`config.mk`:
```
export PLATFORM = sky130hd
export DESIGN_NAME = float_add_issue_flat
export DESIGN_NICKNAME = d
export VERILOG_FILES = /design/src/rtl/float_add_issue_if.sv /design/src/rtl/float_add_issue.sv /design/src/flat_wrapper.sv
export SDC_FILE = /design/constraint.sdc
export NUM_CORES = 1
export LEC_CHECK = 0
export CAP_MARGIN = 20
export CORE_MARGIN = 3
export CORE_UTILIZATION = 49
export DETAILED_ROUTE_END_ITERATION = 12
export PLACE_DENSITY = 0.75
export SKIP_CTS_REPAIR_TIMING = 1
export SLEW_MARGIN = 20
export SYNTH_ARGS = -nofsm -noshare
export SYNTH_HDL_FRONTEND = slang
export SYNTH_SLANG_ARGS = --single-unit
```
`constraint.sdc`:
```
create_clock -name clk -period 3.4 [get_ports clk]
set_input_delay 0.68 -clock clk [delete_from_list [all_inputs] [get_ports clk]]
set_output_delay 0.68 -clock clk [all_outputs]
set_load 0.1 [all_outputs]
```
`src/rtl/float_add_issue_if.sv`:
```
// Request, adder-drive and response signal bundle for the float adder issue stage.
// slave = issue stage side, master = requester/adder/consumer side.
interface float_add_issue_if #(
  parameter int TAG_W = 4
);
  logic             req_valid;
  logic             req_ready;
  logic [31:0]      req_a;
  logic [31:0]      req_b;
  logic             req_sub;
  logic [TAG_W-1:0] req_tag;

  logic [31:0]      fadd_a;
  logic [31:0]      fadd_b;
  logic             fadd_negate;
  logic             fadd_enable;
  logic [31:0]      fadd_out;

  logic             rsp_valid;
  logic             rsp_ready;
  logic [31:0]      rsp_result;
  logic [TAG_W-1:0] rsp_tag;

  modport slave (
    input  req_valid, req_a, req_b, req_sub, req_tag,
    output req_ready,
    output fadd_a, fadd_b, fadd_negate, fadd_enable,
    input  fadd_out,
    output rsp_valid, rsp_result, rsp_tag,
    input  rsp_ready
  );

  modport master (
    output req_valid, req_a, req_b, req_sub, req_tag,
    input  req_ready,
    input  fadd_a, fadd_b, fadd_negate, fadd_enable,
    output fadd_out,
    input  rsp_valid, rsp_result, rsp_tag,
    output rsp_ready
  );
endinterface

```
`src/rtl/float_add_issue.sv`:
```
// Queues add/sub requests, issues them to a non-stallable single-cycle adder and returns
// tagged results in order; issue is credit-limited so the 3-entry result buffer never overflows.
module float_add_issue #(
  parameter int DEPTH = 4,
  parameter int TAG_W = 4
) (
  input  logic                clk,
  input  logic                rst_n,
  float_add_issue_if.slave    io,
  output logic                busy
);
  localparam int AW = $clog2(DEPTH);
  localparam logic [AW:0] FULL = (AW+1)'(DEPTH);

  typedef struct packed {
    logic [31:0]      a;
    logic [31:0]      b;
    logic             sub;
    logic [TAG_W-1:0] tag;
  } req_t;

  req_t             fifo_mem [DEPTH];
  logic [AW-1:0]    wr_ptr, rd_ptr;
  logic [AW:0]      fifo_count;
  req_t             head;
  logic             push, issue;

  logic             s1_valid;
  logic [TAG_W-1:0] s1_tag;

  logic [31:0]      rb_res [3];
  logic [TAG_W-1:0] rb_tag [3];
  logic [1:0]       rb_wr, rb_rd, rb_count;
  logic             rb_push, rb_pop;
  logic [2:0]       inflight;

  assign head         = fifo_mem[rd_ptr];
  assign io.req_ready = (fifo_count != FULL);
  assign push         = io.req_valid && io.req_ready;

  // Results already buffered plus the one in the adder must leave room for this issue.
  assign inflight = {1'b0, rb_count} + {2'b00, s1_valid};
  assign issue    = (fifo_count != '0) && (inflight <= 3'd2);

  assign io.fadd_enable = issue;
  assign io.fadd_a      = issue ? head.a   : 32'h0;
  assign io.fadd_b      = issue ? head.b   : 32'h0;
  assign io.fadd_negate = issue ? head.sub : 1'b0;

  assign rb_push       = s1_valid;
  assign io.rsp_valid  = (rb_count != 2'd0);
  assign rb_pop        = io.rsp_valid && io.rsp_ready;
  assign io.rsp_result = io.rsp_valid ? rb_res[rb_rd] : 32'h0;
  assign io.rsp_tag    = io.rsp_valid ? rb_tag[rb_rd] : '0;

  assign busy = (fifo_count != '0) || s1_valid || (rb_count != 2'd0);

  function automatic logic [1:0] rb_next(input logic [1:0] p);
    return (p == 2'd2) ? 2'd0 : p + 2'd1;
  endfunction

  always_ff @(posedge clk or negedge rst_n) begin
    if (!rst_n) begin
      wr_ptr     <= '0;
      rd_ptr     <= '0;
      fifo_count <= '0;
      s1_valid   <= 1'b0;
      s1_tag     <= '0;
      rb_wr      <= 2'd0;
      rb_rd      <= 2'd0;
      rb_count   <= 2'd0;
    end else begin
      if (push)  wr_ptr <= wr_ptr + 1'b1;
      if (issue) rd_ptr <= rd_ptr + 1'b1;
      fifo_count <= fifo_count + (AW+1)'(push) - (AW+1)'(issue);
      s1_valid   <= issue;
      if (issue) s1_tag <= head.tag;
      if (rb_push) rb_wr <= rb_next(rb_wr);
      if (rb_pop)  rb_rd <= rb_next(rb_rd);
      rb_count <= rb_count + {1'b0, rb_push} - {1'b0, rb_pop};
    end
  end

  // Payload storage needs no reset: occupancy counters gate every read.
  always_ff @(posedge clk) begin
    if (push) fifo_mem[wr_ptr] <= '{a: io.req_a, b: io.req_b, sub: io.req_sub, tag: io.req_tag};
    if (rb_push) begin
      rb_res[rb_wr] <= io.fadd_out;
      rb_tag[rb_wr] <= s1_tag;
    end
  end

  rb_no_overflow: assert property (@(posedge clk) disable iff (!rst_n)
    !(rb_push && !rb_pop && (rb_count == 2'd3)));
endmodule

```
`src/flat_wrapper.sv`:
```
// flat-port wrapper written by rule: the top's interface ports become plain ports
module float_add_issue_flat 
#(
  parameter int DEPTH = 4,
  parameter int TAG_W = 4
)
  (clk, rst_n, busy, io_req_valid, io_req_a, io_req_b, io_req_sub, io_req_tag, io_req_ready, io_fadd_a, io_fadd_b, io_fadd_negate, io_fadd_enable, io_fadd_out, io_rsp_valid, io_rsp_result, io_rsp_tag, io_rsp_ready);
  float_add_issue_if #(.TAG_W(TAG_W)) io_i ();
  input  logic clk;
  input  logic rst_n;
  output logic busy;
  input wire logic [$bits(io_i.req_valid)-1:0] io_req_valid;
  input wire logic [$bits(io_i.req_a)-1:0] io_req_a;
  input wire logic [$bits(io_i.req_b)-1:0] io_req_b;
  input wire logic [$bits(io_i.req_sub)-1:0] io_req_sub;
  input wire logic [$bits(io_i.req_tag)-1:0] io_req_tag;
  output wire logic [$bits(io_i.req_ready)-1:0] io_req_ready;
  output wire logic [$bits(io_i.fadd_a)-1:0] io_fadd_a;
  output wire logic [$bits(io_i.fadd_b)-1:0] io_fadd_b;
  output wire logic [$bits(io_i.fadd_negate)-1:0] io_fadd_negate;
  output wire logic [$bits(io_i.fadd_enable)-1:0] io_fadd_enable;
  input wire logic [$bits(io_i.fadd_out)-1:0] io_fadd_out;
  output wire logic [$bits(io_i.rsp_valid)-1:0] io_rsp_valid;
  output wire logic [$bits(io_i.rsp_result)-1:0] io_rsp_result;
  output wire logic [$bits(io_i.rsp_tag)-1:0] io_rsp_tag;
  input wire logic [$bits(io_i.rsp_ready)-1:0] io_rsp_ready;
  assign io_i.req_valid = io_req_valid;
  assign io_i.req_a = io_req_a;
  assign io_i.req_b = io_req_b;
  assign io_i.req_sub = io_req_sub;
  assign io_i.req_tag = io_req_tag;
  assign io_req_ready = io_i.req_ready;
  assign io_fadd_a = io_i.fadd_a;
  assign io_fadd_b = io_i.fadd_b;
  assign io_fadd_negate = io_i.fadd_negate;
  assign io_fadd_enable = io_i.fadd_enable;
  assign io_i.fadd_out = io_fadd_out;
  assign io_rsp_valid = io_i.rsp_valid;
  assign io_rsp_result = io_i.rsp_result;
  assign io_rsp_tag = io_i.rsp_tag;
  assign io_i.rsp_ready = io_rsp_ready;
  float_add_issue #(.DEPTH(DEPTH), .TAG_W(TAG_W)) u_core (.clk(clk), .rst_n(rst_n), .io(io_i), .busy(busy));
endmodule
```
==> run summary <==
Startpoint Class: flop
CP peak stage delay: 0.42 ns
most frequent cells in the layout: edfxtp_1, buf_12, clkdlybuf4s50_1
Setup Slack @ Placement: 0.468 ns
syn avg cell area: 20.9 sq um
layout cells sized above 1: 34.2%
Crit Path Max Fanout: 46
die height: 184 microns
final worst slack: 0.113 ns
hold crit path type: flop to flop
Detail Route Antenna Nets: 0
vias per cell: 5.36
CTS Buffer Depth: 3
row count: 64
placed cells: 1337
total vias in the final route: 7577
Placeable Area: 30900 sq um
Worst-path clk slew: 0.06 ns
die width: 184 microns
IO Pins: 210
worst slew pin tran: 0.876 ns
Filler cells: 1974
yosys warns: 0
Synth area leaders: edfxtp_1, mux4_2, mux2_2
Worst path slowest cell: dfrtp_1
fin crit share: 96.7%
CP cell instances: ha_1 > inv_1 > ha_1 > nor3b_2 > o21ai_4 > buf_6 > nor2b_1 > buf_12
dpl cell area: 19500 sq um
Post-DP HPWL: 19600 microns
area of the mapped netlist: 15500 sq um
per-cell routed wire length: 21.3 microns
fmax: 304 MHz
vias in the first global route: 8058
flops & latches, synth: 402
First-pass DRT Iterations: 5
data required time of the critical path: 2.72 ns
Crit path top cell by count: ha_1
Setup crit end kind: primary output
starting density of the core: 50.2%
max-slew violation count: 0
Final nets: 1101
Cell variety after synth: 25
Sequential Area: 12000 sq um
setup TNS: 0 ns
CTS root buf: clkbuf_16
Clock Sink Count: 402
DRC Markers: 0
Synth Net Count: 858
Final Skew: 0.0154 ns
total gr overflow: 0
area of the multi-input gates: 3440 sq um
# H-tree levels: 2
Hold Vio Cnt, Final: 0
initial antenna violation count: 2
die area: 33800 sq um
first-pass GRT wire length: 46400 microns
CTS tree: done
buffers added on ports: 209
post-synth top area share: 74.3%
crit path DAT: 2.61 ns
Worst-Skew Late Latency: 0.52 ns
CTS buffer count: 41
Finished Cell Area: 20700 sq um
Routed WL: 30100 microns
worst rel slew slack: 41.4%
Setup-failing EPs final: 0
kind of critical path: flop to primary output
Min Clock Period, post-route: 3.29 ns
number of DRC markers in iteration 0: 460
largest net degree at the start of global routing: 47
sequential fraction of the synthesis area: 77.2%
cell count after synthesis: 741
overall routing resource usage: 17.9%
synth-to-layout area growth: 33.3%
final cell count without fillers: 1414
Synth area leader: edfxtp_1
MaxCap Viol Count: 0
most common cell after layout, fill and taps aside: edfxtp_1
outcome: complete, no violations
gpl congestion: 0.706
RSZ-0062 raised after global routing: true
==> cells in the mapped netlist, drive strengths merged <==
master	instances
dfrtp	18
and2	4
mux2	41
mux2i	36
ha	11
nor2	39
a21boi	1
o211ai	1
fa	1
nand2	2
nor2b	65
xnor2	7
clkbuf	9
or3	2
inv	14
edfxtp	384
nor3b	3
a21o	4
mux4	69
nor3	2
buf	26
o21ai	2
==> worst max-delay path, delay by kind of cell, from the launching register on <==
kind                     cells  cell delay (ns)
buffers and inverters        3             0.68
adder cells (fa/ha/maj)      2             0.45
flip-flops                   1             0.42
AND/OR/NAND/NOR              2             0.35
AO/OA/AOI/OAI                1             0.15
==> layer usage <==
metal  global-route usage, %  part of all wire, %  vias up
li1                        -                    -     3426
met1                    24.5                   41     3838
met2                    29.2                   49      266
met3                    4.89                  7.4       45
met4                    4.29                  1.7        2
met5                       0                0.043        -
==> registers in the layout (all words and copies together) (netlist names) <==
register	count
u_core.s1_tag	4
u_core.rb_count	2
u_core.rb_push	1
u_core.rb_rd	2
u_core.fifo_mem	276
u_core.rb_tag	12
u_core.rd_ptr	2
u_core.rb_res	96
u_core.wr_ptr	2
u_core.rb_wr	2
u_core.fifo_count	3
==> kinds of logic after synthesis <==
kind of cell | after synthesis | share of synthesized area [%]
and+or+nand+nor | 117 | 4.06
buffers and inverters | 49 | 1.61
AOI/OAI and AO/OA | 8 | 0.379
adders and majority gates | 12 | 1.02
DFF | 402 | 77.2
muxes | 146 | 15.3
xor gates and xnor gates | 7 | 0.395
==> final timing paths <==
path,from,slack (ns),cells past startpoint,to
worst max-delay path,u_core.rb_push$_DFF_PN0_,0.11,8,io_fadd_b[16]
max in group asynchronous,rst_n,2.10,1,u_core.rd_ptr[0]$_DFFE_PN0P_
worst min-delay path,u_core.s1_tag[2]$_DFFE_PN0P_,0.49,0,u_core.rb_tag[0][2]$_DFFE_PP_
min in group asynchronous,rst_n,0.66,1,u_core.fifo_count[0]$_DFF_PN0_
worst min register to register,u_core.s1_tag[2]$_DFFE_PN0P_,0.49,0,u_core.rb_tag[0][2]$_DFFE_PP_
worst max register to register,u_core.rb_push$_DFF_PN0_,0.68,13,u_core.fifo_count[2]$_DFF_PN0_
==> stage by stage <==
stage / hold WS [ns] / utilization [%]
after floorplan: 0.384 / -
after global placement: 0.461 / 63.0
after detailed placement: 0.479 / 63.0
after CTS: 0.493 / 66.9
after global routing: 0.506 / 66.9
final: 0.489 / 66.9
==> layout make-up <==
class	instances	share of cell area [%]
Antenna cell	3	0.0363
Clock buffer	48	5.09
Clock inverter	26	0.744
Inverter	14	0.254
Multi-Input combinational cell	290	16.6
Sequential cell	402	58.0
Tap cell	396	2.40
Timing Repair Buffer	235	16.9
Power is left out: the tool's default activity adds up to more than one toggle a clock period on the data nets, which glitch-free logic cannot reach.
